==> src/rtl/paula_audio_mix_sequencer_pkg.sv <==
// Shared constants and state type for the Paula audio mix sequencer.
package paula_audio_pkg;

  localparam int AUD_SW = 8;                    // channel sample width (signed)
  localparam int AUD_VW = 7;                    // channel volume width (unsigned, 0..64)
  localparam int AUD_OW = AUD_SW + AUD_VW;      // output sum width (signed)
  localparam int AUD_PW = AUD_SW + AUD_VW - 1;  // single-channel product width

  localparam logic [3:0]        AUD_LEFT_MASK = 4'b1001;
  localparam logic [AUD_VW-1:0] AUD_VOL_MAX   = AUD_VW'(64);

  // Legacy encodings kept so existing probes and dumps keep their values
  localparam logic [2:0] ST_IDLE   = 3'd0;
  localparam logic [2:0] ST_LOAD   = 3'd1;
  localparam logic [2:0] ST_MAC0   = 3'd2;
  localparam logic [2:0] ST_MAC1   = 3'd3;
  localparam logic [2:0] ST_MAC2   = 3'd4;
  localparam logic [2:0] ST_MAC3   = 3'd5;
  localparam logic [2:0] ST_COMMIT = 3'd6;

  typedef enum logic [2:0] {
    IDLE   = ST_IDLE,
    LOAD   = ST_LOAD,
    MAC0   = ST_MAC0,
    MAC1   = ST_MAC1,
    MAC2   = ST_MAC2,
    MAC3   = ST_MAC3,
    COMMIT = ST_COMMIT
  } state_e;

endpackage

==> src/rtl/paula_audio_mix_sequencer_if.sv <==
// Frame request, channel inputs and stereo sum outputs of the mix sequencer.
interface paula_audio_mix_sequencer_if;
  import paula_audio_pkg::*;

  logic                       frame_req;
  logic [4*AUD_SW-1:0]        sample;
  logic [4*AUD_VW-1:0]        volume;
  logic [3:0]                 mute;
  logic signed [AUD_OW-1:0]   ldatasum;
  logic signed [AUD_OW-1:0]   rdatasum;
  logic                       sum_valid;
  logic                       busy;
  logic                       overrun;

  modport master (
    output frame_req, sample, volume, mute,
    input  ldatasum, rdatasum, sum_valid, busy, overrun
  );

  modport slave (
    input  frame_req, sample, volume, mute,
    output ldatasum, rdatasum, sum_valid, busy, overrun
  );

endinterface

==> src/rtl/paula_audio_mix_sequencer_vol_mul.sv <==
// Combinational signed sample x clamped unsigned volume multiplier.
module paula_audio_vol_mul
  import paula_audio_pkg::*;
(
  input  logic signed [AUD_SW-1:0] sample_i,
  input  logic        [AUD_VW-1:0] volume_i,
  output logic signed [AUD_PW-1:0] product_o
);

  logic [AUD_VW-1:0]        vol_clamped;
  logic signed [AUD_PW-1:0] s_ext;
  logic signed [AUD_PW-1:0] v_ext;

  // Volume bit 6 set means full scale; the product always fits AUD_PW bits
  always_comb begin
    vol_clamped = volume_i[AUD_VW-1] ? AUD_VOL_MAX : volume_i;
    s_ext       = AUD_PW'(sample_i);
    v_ext       = AUD_PW'($signed({1'b0, vol_clamped}));
    product_o   = s_ext * v_ext;
  end

endmodule

==> src/rtl/paula_audio_mix_sequencer.sv <==
// Sequences four audio channels through one shared multiplier into left/right sums.
module paula_audio_mix_sequencer
  import paula_audio_pkg::*;
(
  input  logic                        clk,
  input  logic                        reset_n,
  input  logic                        clk7_en,
  paula_audio_mix_sequencer_if.slave  bus
);

  state_e                    state_q, state_d;
  logic [4*AUD_SW-1:0]       snap_sample_q;
  logic [4*AUD_VW-1:0]       snap_volume_q;
  logic [3:0]                snap_mute_q;
  logic signed [AUD_OW-1:0]  accl_q, accr_q;
  logic signed [AUD_OW-1:0]  ldatasum_q, rdatasum_q;
  logic                      sum_valid_q;
  logic                      pending_q;
  logic                      overrun_q;

  logic                      busy;
  logic                      mac_active;
  logic [1:0]                ch;
  logic signed [AUD_SW-1:0]  mul_sample;
  logic [AUD_VW-1:0]         mul_volume;
  logic signed [AUD_PW-1:0]  mul_prod;
  logic signed [AUD_OW-1:0]  addend;

  assign busy = (state_q != IDLE);

  // Select which channel's snapshot feeds the shared multiplier this tick
  always_comb begin
    mac_active = 1'b1;
    ch         = 2'd0;
    case (state_q)
      MAC0:    ch = 2'd0;
      MAC1:    ch = 2'd1;
      MAC2:    ch = 2'd2;
      MAC3:    ch = 2'd3;
      default: mac_active = 1'b0;
    endcase
    mul_sample = snap_sample_q[ch*AUD_SW +: AUD_SW];
    mul_volume = snap_volume_q[ch*AUD_VW +: AUD_VW];
    addend     = snap_mute_q[ch] ? '0 : AUD_OW'(mul_prod);
  end

  paula_audio_vol_mul u_vol_mul (
    .sample_i  (mul_sample),
    .volume_i  (mul_volume),
    .product_o (mul_prod)
  );

  // Frame sequencing: one step per clk7_en tick, back-to-back when a request is queued
  always_comb begin
    state_d = state_q;
    case (state_q)
      IDLE:    if (bus.frame_req) state_d = LOAD;
      LOAD:    state_d = MAC0;
      MAC0:    state_d = MAC1;
      MAC1:    state_d = MAC2;
      MAC2:    state_d = MAC3;
      MAC3:    state_d = COMMIT;
      COMMIT:  state_d = (pending_q || bus.frame_req) ? LOAD : IDLE;
      default: state_d = IDLE;
    endcase
  end

  // Control state, request queueing and output registers
  always_ff @(posedge clk) begin
    if (!reset_n) begin
      state_q     <= IDLE;
      pending_q   <= 1'b0;
      overrun_q   <= 1'b0;
      sum_valid_q <= 1'b0;
      ldatasum_q  <= '0;
      rdatasum_q  <= '0;
    end else begin
      sum_valid_q <= 1'b0;
      if (clk7_en) begin
        state_q <= state_d;
        if (state_q == COMMIT) begin
          pending_q   <= 1'b0;
          sum_valid_q <= 1'b1;
          ldatasum_q  <= accl_q;
          rdatasum_q  <= accr_q;
        end else if (busy && bus.frame_req) begin
          if (pending_q) overrun_q <= 1'b1;
          else           pending_q <= 1'b1;
        end
      end
    end
  end

  // Input snapshot at LOAD and per-channel accumulation during MAC0..MAC3
  always_ff @(posedge clk) begin
    if (!reset_n) begin
      accl_q <= '0;
      accr_q <= '0;
    end else if (clk7_en) begin
      if (state_q == LOAD) begin
        snap_sample_q <= bus.sample;
        snap_volume_q <= bus.volume;
        snap_mute_q   <= bus.mute;
        accl_q        <= '0;
        accr_q        <= '0;
      end else if (mac_active) begin
        if (AUD_LEFT_MASK[ch]) accl_q <= accl_q + addend;
        else                   accr_q <= accr_q + addend;
      end
    end
  end

  assign bus.ldatasum  = ldatasum_q;
  assign bus.rdatasum  = rdatasum_q;
  assign bus.sum_valid = sum_valid_q;
  assign bus.busy      = busy;
  assign bus.overrun   = overrun_q;

endmodule

==> src/flat_wrapper.sv <==
// flat-port wrapper written by rule: the top's interface ports become plain ports
module paula_audio_mix_sequencer_flat import paula_audio_pkg::*;
  (clk, reset_n, clk7_en, bus_frame_req, bus_sample, bus_volume, bus_mute, bus_ldatasum, bus_rdatasum, bus_sum_valid, bus_busy, bus_overrun);
  paula_audio_mix_sequencer_if bus_i ();
  input  logic clk;
  input  logic reset_n;
  input  logic clk7_en;
  input wire logic [$bits(bus_i.frame_req)-1:0] bus_frame_req;
  input wire logic [$bits(bus_i.sample)-1:0] bus_sample;
  input wire logic [$bits(bus_i.volume)-1:0] bus_volume;
  input wire logic [$bits(bus_i.mute)-1:0] bus_mute;
  output wire logic [$bits(bus_i.ldatasum)-1:0] bus_ldatasum;
  output wire logic [$bits(bus_i.rdatasum)-1:0] bus_rdatasum;
  output wire logic [$bits(bus_i.sum_valid)-1:0] bus_sum_valid;
  output wire logic [$bits(bus_i.busy)-1:0] bus_busy;
  output wire logic [$bits(bus_i.overrun)-1:0] bus_overrun;
  assign bus_i.frame_req = bus_frame_req;
  assign bus_i.sample = bus_sample;
  assign bus_i.volume = bus_volume;
  assign bus_i.mute = bus_mute;
  assign bus_ldatasum = bus_i.ldatasum;
  assign bus_rdatasum = bus_i.rdatasum;
  assign bus_sum_valid = bus_i.sum_valid;
  assign bus_busy = bus_i.busy;
  assign bus_overrun = bus_i.overrun;
  paula_audio_mix_sequencer u_core (.clk(clk), .reset_n(reset_n), .clk7_en(clk7_en), .bus(bus_i));
endmodule
==> config.mk <==
export PLATFORM = sky130hd
export DESIGN_NAME = paula_audio_mix_sequencer_flat
export DESIGN_NICKNAME = d
export VERILOG_FILES = /design/src/rtl/paula_audio_mix_sequencer_pkg.sv /design/src/rtl/paula_audio_mix_sequencer_if.sv /design/src/rtl/paula_audio_mix_sequencer_vol_mul.sv /design/src/rtl/paula_audio_mix_sequencer.sv /design/src/flat_wrapper.sv
export SDC_FILE = /design/constraint.sdc
export NUM_CORES = 1
export LEC_CHECK = 0
export CAP_MARGIN = 30
export CORE_MARGIN = 2
export CORE_UTILIZATION = 51
export CTS_CLUSTER_SIZE = 16
export DETAILED_ROUTE_END_ITERATION = 10
export GPL_TIMING_DRIVEN = 0
export PLACE_DENSITY = 0.77
export SLEW_MARGIN = 20
export SYNTH_ARGS = -nofsm -noshare
export SYNTH_HDL_FRONTEND = slang
export SYNTH_SLANG_ARGS = --single-unit
==> constraint.sdc <==
create_clock -name clk -period 7.45 [get_ports clk]
set_input_delay 1.8625 -clock clk [delete_from_list [all_inputs] [get_ports clk]]
set_output_delay 1.8625 -clock clk [all_outputs]
set_load 0.02 [all_outputs]
==> impl_metrics.py <==
metrics = {
    "synth": {
        "synth_fa_ha_area_share_pct": 18.3,
        "synth_area_leader_cell": "edfxtp_1",
        "synth-simple-area-share_pct": 16.7,
        "yosysSeqAreaShare_pct": 38.8,
        "synth.area.top_cells": "edfxtp_1 23%, dfxtp_1 16%, fa_1 10%, ha_1 7.8%, nand2_1 5.5%",
        "postSynthNetCount": 1027,
        "synthesis.area_mm2": 0.00835,
        "synth_edf_count": 64,
        "synth_xor_area_share_pct": 3.32,
        "yosys_warnings": 0,
        "synth_mux_area_share_pct": 3.18,
        "netlist.area_leader.share_pct": 23.0,
        "synth_cell_types": 59,
        "ys_async_sr_fraction_pct": 0,
        "ys_ff_latch": 130,
        "synth_compound_area_share_pct": 13.9,
        "synth_most_common_cell": "nand2_1",
        "synthCells": 864,
        "synth_top_family_by_area": "adder cells",
        "avgSynthCellArea_um2": 9.67,
        "synth_common_cells": "123 x nand2_1, 86 x inv_1, 73 x nor2_1, 66 x dfxtp_1, 64 x edfxtp_1",
        "yosys_most_used_dff": "dfxtp_1",
    },
    "floorplanning": {
        "ios": 101,
        "coreArea_mm2": 0.0159,
        "rows": 46,
        "die_x_um": 132,
        "initial_core_util_pct": 52.4,
        "dieArea_mm2": 0.0174,
        "dieHeight_um": 132,
    },
    "global_routing": {
        "grt_max_degree": 43,
        "grtUsageMet1_pct": 29.0,
        "first_global_vias": 6355,
        "grt_first_pass_wirelength_um": 30300,
        "grt-ovfl-total": 0,
        "grt_util_met3_pct": 4.23,
        "grtUsageMet2_pct": 34.4,
        "grt_use_total_pct": 21.6,
        "grt.busiest_layer": "met2",
        "antenna_found_initial": 0,
    },
    "placed_design": {
        "portBuffers": 100,
        "gp_congestion": 0.906,
        "dp_hpwl_um": 13900,
        "pre_cts_slack_ns": -0.478,
    },
    "setup_path": {
        "crit_arrival_ns": 7.41,
        "crit_top_cell": "inv_1",
        "endpoint_kind": "register",
        "cpMaxStageDelayCell": "fa_1",
        "max_stage_delay_ns": 0.54,
        "worstPathRequired_ns": 7.82,
        "cp_max_fo": 13,
        "worst_r2r_path_depth": 30,
        "timing_worst_setup_path_type": "reg2reg",
        "cp-start-kind": "register",
    },
    "routing": {
        "vias": 6491,
        "routed_wl_um": 18500,
        "wire_per_inst_um": 15.2,
        "drc": 0,
        "antenna_left": 0,
        "vias_per_cell": 5.34,
        "dr.pass1.iters": 5,
        "first_iter_violations": 419,
    },
    "cts": {
        "root_buffer": "clkbuf_16",
        "numCtsBuffers": 17,
        "clk_pin_slew_ns": 0.06,
        "htree_levels": 4,
        "cts.sinks": 130,
        "insertion_delay_ns": 0.43,
        "cts_tree": "done",
        "clockBufferDepth": 2,
    },
    "outcome": {
        "status": "finished, final reports clean",
    },
    "min_path": {
        "min_path_type": "reg2reg",
        "holdPathStages": 2,
    },
    "flow_run": {
        "cap_violations": 0,
    },
    "timing": {
        "fmax_mhz": 142,
        "drv_slew": 0,
        "setup_viol": 0,
        "finalWorstSetupSlack_ns": 0.407,
        "min_period_over_period_pct": 94.5,
        "totalNegativeSetupSlack_ns": 0,
        "hold_viol_final": 0,
        "layout_min_cycle_time_ns": 7.04,
        "relSlewSlack_pct": 56.1,
        "clock_skew_ns": 0.00629,
        "worst_pin_slew_ns": 0.658,
    },
    "cells_and_area": {
        "nets": 1149,
        "area_growth_pct": 24.0,
        "insertedDiodeCount": 0,
        "final_layout_size_suffix_gt1_share_pct": 10.0,
    },
    "pwr": {
        "finalPower_mw": 1.85,
        "irDropWorstVdd_mv": 0.178,
        "pwr_density_cell_mw_per_mm2": 179,
        "p_leak_nw": 4.10,
    },
}
## worst max-delay path: cells and delay by family, from the launching register on
| family | cells | cell delay, ns |
|---|---|---|
| compound gates | 9 | 1.19 |
| fa+ha+maj | 6 | 2.47 |
| buf+inv | 6 | 0.67 |
| mux | 1 | 0.34 |
| flops | 1 | 0.40 |
| simple gates | 7 | 1.66 |
| xor+xnor | 1 | 0.24 |
## final cells by class
type | instances | area, µm²
Clock buffer | 17 | 425
Timing Repair Buffer | 104 | 1040
Fill cell | 1322 | 5590
Inverter | 86 | 323
Sequential cell | 130 | 3240
Tap cell | 216 | 270
Clock inverter | 15 | 135
Multi-Input combinational cell | 612 | 4730
Buffer | 35 | 184
## kinds of logic after synthesis
| group | after synthesis |
|---|---|
| simple gates | 306 |
| xor+xnor | 30 |
| compound gates | 165 |
| flops | 130 |
| mux | 14 |
| fa+ha+maj | 97 |
| buf+inv | 122 |
## what timing repair did
action	CTS	global route
pin swaps	0	2
endpoints found under the setup margin	10	9
buffers inserted	0	3
endpoints found under the hold margin	0	0
resized for setup	8	37
hold buffers	0	0
## layer usage
metal | vias up | wire [µm]
met2 | 180 | 8890
met5 | - | 0
li1 | 3197 | -
met4 | 0 | 451
met3 | 32 | 836
met1 | 3082 | 8270
## power breakdown
group | switching, mW | internal [mW]
combinational | 0.160 | 0.135
clock | 0.334 | 0.460
sequential | 0.00340 | 0.758
## sequential cells by signal (all words and copies together), names as in the netlist
register / flops
u_core.snap_volume_q: 28
u_core.bus.sum_valid: 1
u_core.pending_q: 1
u_core.accr_q: 15
u_core.snap_mute_q: 4
u_core.accl_q: 15
u_core.snap_sample_q: 32
u_core.bus.ldatasum: 15
u_core.bus.overrun: 1
u_core.bus.rdatasum: 15
u_core.state_q: 3
## final timing paths
check                           slack, ns                                  end                                 from
worst max-delay path                 0.41       u_core.accl_q[14]$_SDFFE_PN0P_       u_core.state_q[1]$_SDFFE_PN0P_
worst min-delay path                 0.46  u_core.bus.rdatasum[2]$_SDFFE_PN0P_  u_core.bus.rdatasum[2]$_SDFFE_PN0P_
worst max register to register       0.41       u_core.accl_q[14]$_SDFFE_PN0P_       u_core.state_q[1]$_SDFFE_PN0P_
worst min register to register       0.46  u_core.bus.rdatasum[2]$_SDFFE_PN0P_  u_core.bus.rdatasum[2]$_SDFFE_PN0P_
## stage by stage
step | cell area, µm² | hold slack (ns) | instances | utilization [%]
4_1_cts | 10200 | 0.464 | 1212 | 64.2
5_1_grt | 10400 | 0.489 | 1215 | 65.0
3_3_place_gp | 9630 | 0.449 | 1180 | 60.4
3_5_place_dp | 9650 | 0.456 | 1181 | 60.5
2_1_floorplan | 8350 | 0.458 | 864 | -
6_report | 10400 | 0.460 | 1215 | 65.0
## cell usage in the layout (no fill, tap or decap), types with 7 or more instances in the layout
cell type / Yosys / routed
a21oi_1: 28 / 25
and2_1: 11 / 11
nor2_1: 73 / 73
xnor2_1: 23 / 23
inv_1: 86 / 86
nor3_1: 13 / 12
or3_1: 7 / 7
nand3_1: 21 / 21
nand2_1: 123 / 120
o21ai_2: 0 / 9
a21o_1: 7 / 7
clkbuf_16: 0 / 17
or2_2: 14 / 14
clkdlybuf4s50_1: 0 / 100
ha_1: 52 / 52
a22oi_1: 17 / 17
o21ai_1: 17 / 7
clkbuf_1: 27 / 23
mux4_2: 10 / 10
edfxtp_1: 64 / 64
o21ai_0: 10 / 10
a21boi_0: 31 / 31
dfxtp_1: 66 / 66
fa_1: 43 / 43
nor2b_1: 27 / 27
Power figures use the tool's default switching activity.
